### src/rtl/exe_pkg.sv
// ---------------------------------------------------------------------------
// exe_pkg -- shared definitions for the execute stage.
//   * ALU operation codes carried on id_aluc
//   * multiplier FSM state encoding
//   * default ins_type tag used for pipeline bubbles
// ---------------------------------------------------------------------------
package exe_pkg;

    localparam logic [3:0] ALU_ADD  = 4'd0;
    localparam logic [3:0] ALU_SUB  = 4'd1;
    localparam logic [3:0] ALU_AND  = 4'd2;
    localparam logic [3:0] ALU_OR   = 4'd3;
    localparam logic [3:0] ALU_XOR  = 4'd4;
    localparam logic [3:0] ALU_NOR  = 4'd5;
    localparam logic [3:0] ALU_SLT  = 4'd6;
    localparam logic [3:0] ALU_SLTU = 4'd7;
    localparam logic [3:0] ALU_SLL  = 4'd8;
    localparam logic [3:0] ALU_SRL  = 4'd9;
    localparam logic [3:0] ALU_SRA  = 4'd10;
    localparam logic [3:0] ALU_LUI  = 4'd11;
    localparam logic [3:0] ALU_MUL  = 4'd12;

    localparam logic [3:0] NOP_TYPE_DEFAULT = 4'd0;

    typedef enum logic [1:0] {
        MUL_IDLE = 2'd0,
        MUL_BUSY = 2'd1,
        MUL_DONE = 2'd2
    } mul_state_t;

endpackage

### src/rtl/exe_stage_mul_seq.sv
// ---------------------------------------------------------------------------
// mul_seq -- iterative shift-add unsigned multiplier.
//   clk, rst_n   : clock, asynchronous active-low reset
//   start        : operands a/b are valid; sampled only while IDLE
//   a, b         : 32-bit unsigned operands
//   busy         : iterating (one partial product per cycle)
//   done         : product valid for exactly this cycle
//   product      : 64-bit accumulator (full product when STEPS=32)
//   state        : FSM state, exposed for debug/checkers
// IDLE -> BUSY on start; BUSY runs STEPS cycles; DONE lasts one cycle.
// ---------------------------------------------------------------------------
module mul_seq import exe_pkg::*; #(
    parameter int STEPS = 32
) (
    input  logic        clk,
    input  logic        rst_n,
    input  logic        start,
    input  logic [31:0] a,
    input  logic [31:0] b,
    output logic        busy,
    output logic        done,
    output logic [63:0] product,
    output mul_state_t  state
);

    localparam logic [5:0] LAST = 6'(STEPS - 1);

    mul_state_t  state_q, state_d;
    logic [63:0] acc, mcand;
    logic [31:0] mplier;
    logic [5:0]  count;

    always_ff @(posedge clk or negedge rst_n) begin
        if (!rst_n) state_q <= MUL_IDLE;
        else        state_q <= state_d;
    end

    always_comb begin
        state_d = state_q;
        case (state_q)
            MUL_IDLE: if (start)         state_d = MUL_BUSY;
            MUL_BUSY: if (count == LAST) state_d = MUL_DONE;
            MUL_DONE:                    state_d = MUL_IDLE;
            default:                     state_d = MUL_IDLE;
        endcase
    end

    // Multiplicand shifts left and multiplier shifts right each step, so the
    // LSB of mplier always selects whether the current mcand is accumulated.
    always_ff @(posedge clk or negedge rst_n) begin
        if (!rst_n) begin
            acc    <= '0;
            mcand  <= '0;
            mplier <= '0;
            count  <= '0;
        end else if (state_q == MUL_IDLE && start) begin
            acc    <= '0;
            mcand  <= {32'b0, a};
            mplier <= b;
            count  <= '0;
        end else if (state_q == MUL_BUSY) begin
            if (mplier[0]) acc <= acc + mcand;
            mcand  <= mcand << 1;
            mplier <= mplier >> 1;
            count  <= count + 6'd1;
        end
    end

    assign busy    = (state_q == MUL_BUSY);
    assign done    = (state_q == MUL_DONE);
    assign product = acc;
    assign state   = state_q;

endmodule

### src/rtl/exe_stage.sv
// ---------------------------------------------------------------------------
// exe_stage -- pipeline execute stage: ID/EXE register + single-cycle ALU,
// with an optional sequential multiplier (aluc=12).
// Optional feature macro: EXE_MULDIV_EN (enables mul_seq and ex_stall).
// Ports:
//   clk, rst_n                  : clock, asynchronous active-low reset
//   id_wreg/id_m2reg/id_wmem    : control bits from decode
//   id_aluc, id_aluimm, id_shift: ALU op, imm-as-B select, shamt-as-A select
//   id_inA, id_inB, id_imm      : operands and extended immediate
//   id_destR, ID_ins_type/number: destination register, debug tags
//   ex_*                        : registered/computed results to memory stage
//   EXE_ins_type/number         : debug tags (bubble tag while stalled)
//   ex_stall                    : freeze request to fetch/decode
// Stall contract: while ex_stall=1 the ID/EXE register holds and decode must
// hold its outputs; the instruction on id_* is consumed on the first rising
// edge at which ex_stall=0.
// ---------------------------------------------------------------------------
module exe_stage import exe_pkg::*; #(
    parameter int         MUL_STEPS = 32,
    parameter logic [3:0] NOP_TYPE  = NOP_TYPE_DEFAULT
) (
    input  logic        clk,
    input  logic        rst_n,
    input  logic        id_wreg,
    input  logic        id_m2reg,
    input  logic        id_wmem,
    input  logic [3:0]  id_aluc,
    input  logic        id_aluimm,
    input  logic        id_shift,
    input  logic [31:0] id_inA,
    input  logic [31:0] id_inB,
    input  logic [31:0] id_imm,
    input  logic [4:0]  id_destR,
    input  logic [3:0]  ID_ins_type,
    input  logic [3:0]  ID_ins_number,
    output logic        ex_wreg,
    output logic        ex_m2reg,
    output logic        ex_wmem,
    output logic [31:0] ex_aluR,
    output logic [31:0] ex_inB,
    output logic [4:0]  ex_destR,
    output logic [3:0]  EXE_ins_type,
    output logic [3:0]  EXE_ins_number,
    output logic        ex_stall
);

    logic        r_wreg, r_m2reg, r_wmem, r_aluimm, r_shift;
    logic [3:0]  r_aluc, r_ins_type, r_ins_number;
    logic [31:0] r_inA, r_inB, r_imm;
    logic [4:0]  r_destR;

    logic [31:0] alu_a, alu_b, alu_res;
    logic        stall;

    // ID/EXE register; type tag resets to the bubble code.
    always_ff @(posedge clk or negedge rst_n) begin
        if (!rst_n) begin
            r_wreg       <= 1'b0;
            r_m2reg      <= 1'b0;
            r_wmem       <= 1'b0;
            r_aluc       <= '0;
            r_aluimm     <= 1'b0;
            r_shift      <= 1'b0;
            r_inA        <= '0;
            r_inB        <= '0;
            r_imm        <= '0;
            r_destR      <= '0;
            r_ins_type   <= NOP_TYPE;
            r_ins_number <= '0;
        end else if (!stall) begin
            r_wreg       <= id_wreg;
            r_m2reg      <= id_m2reg;
            r_wmem       <= id_wmem;
            r_aluc       <= id_aluc;
            r_aluimm     <= id_aluimm;
            r_shift      <= id_shift;
            r_inA        <= id_inA;
            r_inB        <= id_inB;
            r_imm        <= id_imm;
            r_destR      <= id_destR;
            r_ins_type   <= ID_ins_type;
            r_ins_number <= ID_ins_number;
        end
    end

    assign alu_b = r_aluimm ? r_imm : r_inB;
    assign alu_a = r_shift ? {27'b0, r_imm[10:6]} : r_inA;

    // MUL (and 13..15) fall to the default: its result comes from mul_seq.
    always_comb begin
        alu_res = '0;
        case (r_aluc)
            ALU_ADD:  alu_res = alu_a + alu_b;
            ALU_SUB:  alu_res = alu_a - alu_b;
            ALU_AND:  alu_res = alu_a & alu_b;
            ALU_OR:   alu_res = alu_a | alu_b;
            ALU_XOR:  alu_res = alu_a ^ alu_b;
            ALU_NOR:  alu_res = ~(alu_a | alu_b);
            ALU_SLT:  alu_res = {31'b0, ($signed(alu_a) < $signed(alu_b))};
            ALU_SLTU: alu_res = {31'b0, (alu_a < alu_b)};
            ALU_SLL:  alu_res = alu_b << alu_a[4:0];
            ALU_SRL:  alu_res = alu_b >> alu_a[4:0];
            ALU_SRA:  alu_res = $unsigned($signed(alu_b) >>> alu_a[4:0]);
            ALU_LUI:  alu_res = {alu_b[15:0], 16'b0};
            default:  alu_res = '0;
        endcase
    end

`ifdef EXE_MULDIV_EN
    logic        mul_busy, mul_done;
    logic [63:0] mul_product;
    mul_state_t  mul_state;
    logic        unused_mul_hi;

    mul_seq #(.STEPS(MUL_STEPS)) u_mul (
        .clk     (clk),
        .rst_n   (rst_n),
        .start   (r_aluc == ALU_MUL),
        .a       (alu_a),
        .b       (alu_b),
        .busy    (mul_busy),
        .done    (mul_done),
        .product (mul_product),
        .state   (mul_state)
    );

    // Stall covers the IDLE cycle that launches the MUL plus all BUSY steps;
    // DONE releases the register so the next instruction is latched there.
    assign stall         = ((mul_state == MUL_IDLE) && (r_aluc == ALU_MUL)) || mul_busy;
    assign ex_aluR       = mul_done ? mul_product[31:0] : alu_res;
    assign unused_mul_hi = ^mul_product[63:32];
`else
    assign stall   = 1'b0;
    assign ex_aluR = alu_res;
`endif

    assign ex_stall       = stall;
    assign ex_wreg        = r_wreg  & ~stall;
    assign ex_m2reg       = r_m2reg & ~stall;
    assign ex_wmem        = r_wmem  & ~stall;
    assign ex_inB         = r_inB;
    assign ex_destR       = r_destR;
    assign EXE_ins_type   = stall ? NOP_TYPE : r_ins_type;
    assign EXE_ins_number = r_ins_number;

endmodule
### config.mk
export PLATFORM = sky130hd
export DESIGN_NAME = exe_stage
export DESIGN_NICKNAME = d
export VERILOG_FILES = /design/src/rtl/exe_pkg.sv /design/src/rtl/exe_stage_mul_seq.sv /design/src/rtl/exe_stage.sv
export SDC_FILE = /design/constraint.sdc
export NUM_CORES = 1
export LEC_CHECK = 0
export CAP_MARGIN = 25
export CORE_ASPECT_RATIO = 0.6
export CORE_MARGIN = 2
export CORE_UTILIZATION = 40
export CTS_BUF_LIST = sky130_fd_sc_hd__clkbuf_8
export CTS_CLUSTER_DIAMETER = 80
export DETAILED_ROUTE_END_ITERATION = 6
export SLEW_MARGIN = 10
export SYNTH_ARGS = -nofsm -noshare
export SYNTH_HDL_FRONTEND = slang
export SYNTH_SLANG_ARGS = --single-unit
### constraint.sdc
create_clock -name clk -period 13.45 [get_ports clk]
set_clock_uncertainty 0.15 [all_clocks]
set_input_delay 2.69 -clock clk [delete_from_list [all_inputs] [get_ports clk]]
set_output_delay 2.69 -clock clk [all_outputs]
set_load 0.02 [all_outputs]
==> results of run 1 <==
cells in the final DEF, fill, tap and decap left out, types with 35 or more instances in the layout:
| cell | count |
|---|---|
| nor2_1 | 177 |
| inv_1 | 86 |
| buf_4 | 35 |
| a21oi_1 | 163 |
| nand2_1 | 184 |
| ha_1 | 97 |
| o21ai_0 | 110 |
| mux2i_1 | 61 |
| dfrtp_1 | 117 |
| clkdlybuf4s50_1 | 198 |
| nor3_1 | 36 |
| a211oi_1 | 37 |
registers in the layout, indices dropped and copies added (netlist names):
signal and cells:
ex_inB 32, r_imm 32, r_inA 32, ex_destR 5
EXE_ins_number 4, EXE_ins_type 4, r_aluc 4, ex_m2reg 1
ex_wmem 1, ex_wreg 1, r_aluimm 1, r_shift 1
Yosys cell counts (7+ instances only):
| cell | count |
|---|---|
| nand2_1 | 184 |
| nor2_1 | 177 |
| a21oi_1 | 163 |
| dfrtp_1 | 118 |
| o21ai_0 | 110 |
| ha_1 | 97 |
| inv_1 | 86 |
| mux2i_1 | 63 |
| clkbuf_1 | 59 |
| nor3_1 | 40 |
| a211oi_1 | 37 |
| nor2b_1 | 34 |
| nand3_1 | 32 |
| buf_2 | 31 |
| o211ai_1 | 29 |
| o22ai_1 | 27 |
| a221oi_1 | 21 |
| a31oi_1 | 21 |
| o21ai_1 | 19 |
| mux2i_2 | 18 |
| o21bai_1 | 18 |
| buf_1 | 15 |
| a21o_1 | 14 |
| o221ai_1 | 12 |
| a221o_1 | 9 |
| nand4_1 | 9 |
| o31ai_1 | 9 |
| xnor2_1 | 9 |
| inv_2 | 8 |
| mux2_2 | 8 |
| mux2i_4 | 8 |
| o2111ai_1 | 8 |
| buf_4 | 7 |
| o21a_1 | 7 |
worst max path at each step:
stage / cells after the start / endpoint / slack (ps)
4_1_cts: 16 / ex_aluR[30] / 4560
3_3_place_gp: 16 / ex_aluR[30] / 5170
5_1_grt: 16 / ex_aluR[30] / 4250
6_report: 16 / ex_aluR[30] / 4440
3_5_place_dp: 16 / ex_aluR[30] / 5120
2_1_floorplan: 17 / ex_aluR[30] / 6260
critical path, delay by kind of cell (launching register included):
family	cells	cell delay (ps)
buf+inv	3	1440
flops	1	350
simple gates	2	690
mux	1	470
fa+ha+maj	2	840
compound gates	8	1870
metrics by stage:
step / total power, W / hold WS (ps)
detailed placement: 0.001024 / 2533
global placement: 0.001026 / 2522
global route: 0.001433 / 2029
finish: 0.001365 / 2016
floorplan: 0.0007771 / 2244
CTS: 0.001352 / 2020
where the power goes:
| part | internal (W) | switching, W |
|---|---|---|
| combinational | 0.000235 | 0.000425 |
| sequential | 0.000372 | 0.0000131 |
| clock | 0.000139 | 0.000181 |
logic make-up (layout without fill, tap and decap cells):
kind of cell / after synthesis / after routing
flops: 118 / 118
compound gates: 575 / 575
mux: 98 / 98
simple gates: 511 / 511
fa+ha+maj: 99 / 99
other cells: 1 / 1
xor+xnor: 10 / 10
buf+inv: 215 / 365
final cells by class:
type	instances	area, sq um
Inverter	98	367.9
Clock buffer	17	234.0
Multi-Input combinational cell	1294	8627
Tap cell	408	510.5
Sequential cell	118	2954
Timing Repair Buffer	235	2263
Fill cell	3030	15180
Clock inverter	15	152.6
metal layers:
layer | part of all wire | vias up | global-route usage
met4 | 0.037 | 0 | 0.1211
met5 | 0 | - | 0
met2 | 0.39 | 883 | 0.4658
li1 | - | 6170 | -
met3 | 0.13 | 116 | 0.1280
met1 | 0.44 | 6467 | 0.5021
==> metrics.txt, run 1 <==
Seq/Total Area, Yosys 0.2373; Power per Cell Area 90.36 nW/um^2; compound-gate portion of the synthesized area 0.3086; Post-Syn Nets 1846; Initial Utilization 0.4108; global route overflow 0; Root Buffer clkbuf_8; Setup Slack @ Placement 5118 ps; die width 231.7 um; Die Y-Extent 140.6 um; CP dominant cell by count a31oi_4; synth unique cells 90; CP Class reg2out; Post-DP HPWL 43680 um; slowest CP cell clkdlybuf4s50_1; CP peak stage delay 670 ps; FF+latch count, synth 118; post-DR wirelength/cell 26.28 um; Max FO, Critical Path 32; hold crit path type in2async; setup violators final 0; multiplexer area fraction after synthesis 0.09322; Routed Antenna Nets 0; Final period util 0.6700; Worst setup EP type output port; RePlAce Congestion 1.017; Lkg Pwr 6.268 nW; Synth Area in XOR/XNOR 0.007039; FP Rows 49; H-tree depth 4; # nets final 1983; Slew Limit Fails 0; status finished clean; Via Count 13.64k; layout cells sized above 1 0.08385; DRC viols 0; number of buffers added on ports 199; initial antenna violation count 0; Cell Area, Synth 12440 sq um; vias in the first global route 12.69k; final setup margin 4439 ps; Synth-to-Final Area Change 21.44%; CP Launch Point r_aluimm$_DFF_PN0_; Crit path arrival time 6170 ps; VDD IR-drop max 55.50 uV; DR pass1 iterations 7; crit path cell chain buf_4 -> mux2i_2 -> inv_1 -> ha_1 -> fa_1 -> nor2_1 -> o311a_2 -> a2bb2oi_4 -> a31oi_4 -> o41ai_4 -> a311o_1 -> or4b_4 -> a31oi_4 -> a221oi_1 -> o21ai_1 -> clkdlybuf4s50_1; final design utilization 0.4989; clk slew on worst S/H paths 100 ps; # Max-Cap Violations 0; Placed Area 14720 sq um; DRT iter0 DRCs 1999; Slew headroom 0.2523; Post-synth ARST share 1.000; combinational family with the most area after synthesis compound AO/OA/AOI/OAI gates; Total Routed Length 57410 um; Num CTS Buffers 17; Post-Route Setup TNS 0 ps; highest clock rate 111.0 MHz; Setup Fix Bufs, Post-CTS 0; post-route minimum period 9011 ps; synth top area cells dfrtp_1, ha_1, a21oi_1; # hold bufs at CTS 0; Least-Margin Pin Slew 1107 ps; Avg Inst Size Synth 7.647 sq um; Cells after Synth 1627; io pins 201; gr usage total 0.3469; largest area contributor in the netlist dfrtp_1; Die ar. 32580 sq um; CORE AREA 30290 sq um; largest net degree at the start of global routing 65; count of non-filler cells in the finished layout 2185; drt via density 6.241; Synth Area in Simple Gates 0.1796; CTS Buffer Depth 2; final-report hold violation count 0; Synth top area share 0.2373; n_diodes 0; Yosys Warn Count 0; worst endpoint required time 10610 ps; clk sinks 118; setup repair after global routing missed its margin no; cell area after layout 15110 sq um; Synth Area in Adders 0.1008; Placed Instances 2152; EDFF count, synth 0; Post-CTS Resized 0; CTS tree done; first-pass GRT wire length 83610 um; Synth Flop Type dfrtp_1; crit path launch type flip-flop
No activity file was read; power rests on OpenSTA's default activity.
==> run 2: changes to the inputs <==
==> constraint.sdc (replaced) <==
create_clock -name clk -period 9.25 [get_ports clk]
set_clock_uncertainty 0.15 [all_clocks]
set_input_delay 1.85 -clock clk [delete_from_list [all_inputs] [get_ports clk]]
set_output_delay 1.85 -clock clk [all_outputs]
set_load 0.02 [all_outputs]
==> metrics.txt, run 2 (synthesized netlist as in run 1, its figures left out) <==
status finished clean; Pwr Total 0.001969 W (+44%); Reg power frac 0.287 (+0.005); Slew Limit Fails 0 (unchanged); clk slew on worst S/H paths 90 ps (about the same); VDD IR-drop max 76.26 uV (+37%); top sig layer met5; Least-Margin Pin Slew 1018 ps (-89.64 ps); Worst path top cell family by delay compound AO/OA/AOI/OAI gates; Post-Route Setup TNS 0 ps (unchanged); final-report hold violation count 0 (unchanged); Max FO, Critical Path 21 (-34%); met1 WL 24700 um (-2.5%); worst endpoint required time 7250 ps (-3360 ps); highest clock rate 122.7 MHz; # hold bufs at CTS 0 (unchanged); Power per Cell Area 130.0 nW/um^2 (+44%); post-route minimum period 8153 ps; Via Count 13.86k (+1.7%); final design utilization 0.5003 (+0.001445); # Max-Cap Violations 0 (unchanged); DRT iter0 DRCs 2059 (+3.0%); Worst setup EP type output port; first-pass GRT wire length 85590 um (+2.4%); crit path cell chain mux2i_2 -> inv_1 -> ha_1 -> fa_1 -> nor2_1 -> o311a_2 -> a2bb2oi_4 -> a31oi_4 -> o41ai_4 -> a311o_1 -> or4b_4 -> a31oi_4 -> a221oi_1 -> o21ai_1 -> clkdlybuf4s50_1; Die Y-Extent 140.6 um (unchanged); Worst Path Buf+Inv 2 (-1); Initial Utilization 0.4108 (unchanged); gr usage total 0.3509 (+0.004034); Root Buffer clkbuf_8; crit path launch type flip-flop; vias in the first global route 13.16k (+3.7%); initial antenna violation count 2 (+2); die width 231.7 um (unchanged); CP Class reg2out; setup repair after global routing missed its margin no; Sw Pwr 0.0008867 W (+43%); largest net degree at the start of global routing 78 (+20%); clk sinks 118 (unchanged); DRC viols 0 (unchanged); met3 WL 8371 um (+8.1%); Post-CTS Resized 0 (unchanged); Logic pwr share 0.486 (+0.003); most frequent cells in the layout clkdlybuf4s50_1, nand2_1, nor2_1; Slew headroom 0.3020 (+0.04972); DR pass1 iterations 6 (-1); Placed Area 14740 sq um (+0.16%); hold crit path type in2async; count of non-filler cells in the finished layout 2191 (+0.27%); Final period util 0.8814; Crit path arrival time 6150 ps (-20 ps); cell area after layout 15150 sq um (+0.29%); layout cells sized above 1 0.08642 (+0.002571); global route overflow 0 (unchanged); RePlAce Congestion 1.020 (+0.29%); clock share of power 0.228 (-0.006); sw frac 0.4502 (-0.003017); FP Rows 49 (unchanged); CTS Buffer Depth 2 (unchanged); # nets final 1988 (+0.25%); CP dominant cell by count a31oi_4; io pins 201 (unchanged); Post-DP HPWL 44550 um (+2.0%); Die ar. 32580 sq um (unchanged); Total Routed Length 57610 um (+0.35%); H-tree depth 4 (unchanged); Routed Antenna Nets 0 (unchanged); Setup Fix Bufs, Post-CTS 0 (unchanged); Lkg Pwr 6.291 nW (+0.37%); Met2 Wirelength 22820 um (+2.7%); Placed Instances 2155 (+0.14%); Num CTS Buffers 17 (unchanged); Synth-to-Final Area Change 21.79%; CORE AREA 30290 sq um (unchanged); setup violators final 0 (unchanged); number of buffers added on ports 199 (unchanged); CTS tree done; slowest CP cell dfrtp_2; post-DR wirelength/cell 26.30 um (about the same); CP peak stage delay 990 ps (+320 ps); Int Pwr 0.001083 W (+45%); commonest non-fill, non-tap cell in the layout clkdlybuf4s50_1; drt via density 6.327 (+1.4%)
==> run 2: through the flow <==
| stage | worst slack [ps] | hold WS, ps |
|---|---|---|
| after floorplan | 2898 | 1404 |
| after global placement | 1768 | 1635 |
| after detailed placement | 1718 | 1633 |
| after CTS | 1175 | 1132 |
| after global routing | 881.2 | 1137 |
| final | 1097 | 1139 |
==> run 2: final cells by class <==
class / count / area (sq um)
fillers: 3047 / 15130
multi-input cells: 1294 / 8632
flip-flops and latches: 118 / 2954
repair buffers: 240 / 2315
well taps: 408 / 510.5
inverters: 98 / 367.9
clock buffers: 17 / 234.0
clock inverters: 15 / 137.6
diodes: 1 / 2.502
==> run 2: final timing paths <==
kind                       cells past startpoint                  end  slack (ps)          startpoint
max in group asynchronous                      3   r_imm[5]$_DFF_PN0_        6910               rst_n
max                                           15          ex_aluR[30]        1100  r_aluimm$_DFF_PN0_
min                                            1  ex_inB[1]$_DFF_PN0_        1140               rst_n
min in group clk                               1   r_aluimm$_DFF_PN0_        1650           id_aluimm
==> run 2: metal layers <==
| layer | global-route usage | vias to the layer above |
|---|---|---|
| met2 | 0.4815 | 1000 |
| met1 | 0.5027 | 6590 |
| met4 | 0.1100 | 2 |
| met5 | 0 | - |
| li1 | - | 6171 |
| met3 | 0.1319 | 99 |
==> run 2: power by group through the flow <==
stage | logic [W] | clock network [W] | registers [W]
final | 0.000956 | 0.000448 | 0.000565
after global placement | 0.000914 | 0 | 0.000575
after global routing | 0.00101 | 0.000486 | 0.000567
after CTS | 0.000917 | 0.000462 | 0.000565
after detailed placement | 0.000912 | 0 | 0.000575
after floorplan | 0.000553 | 0 | 0.000577
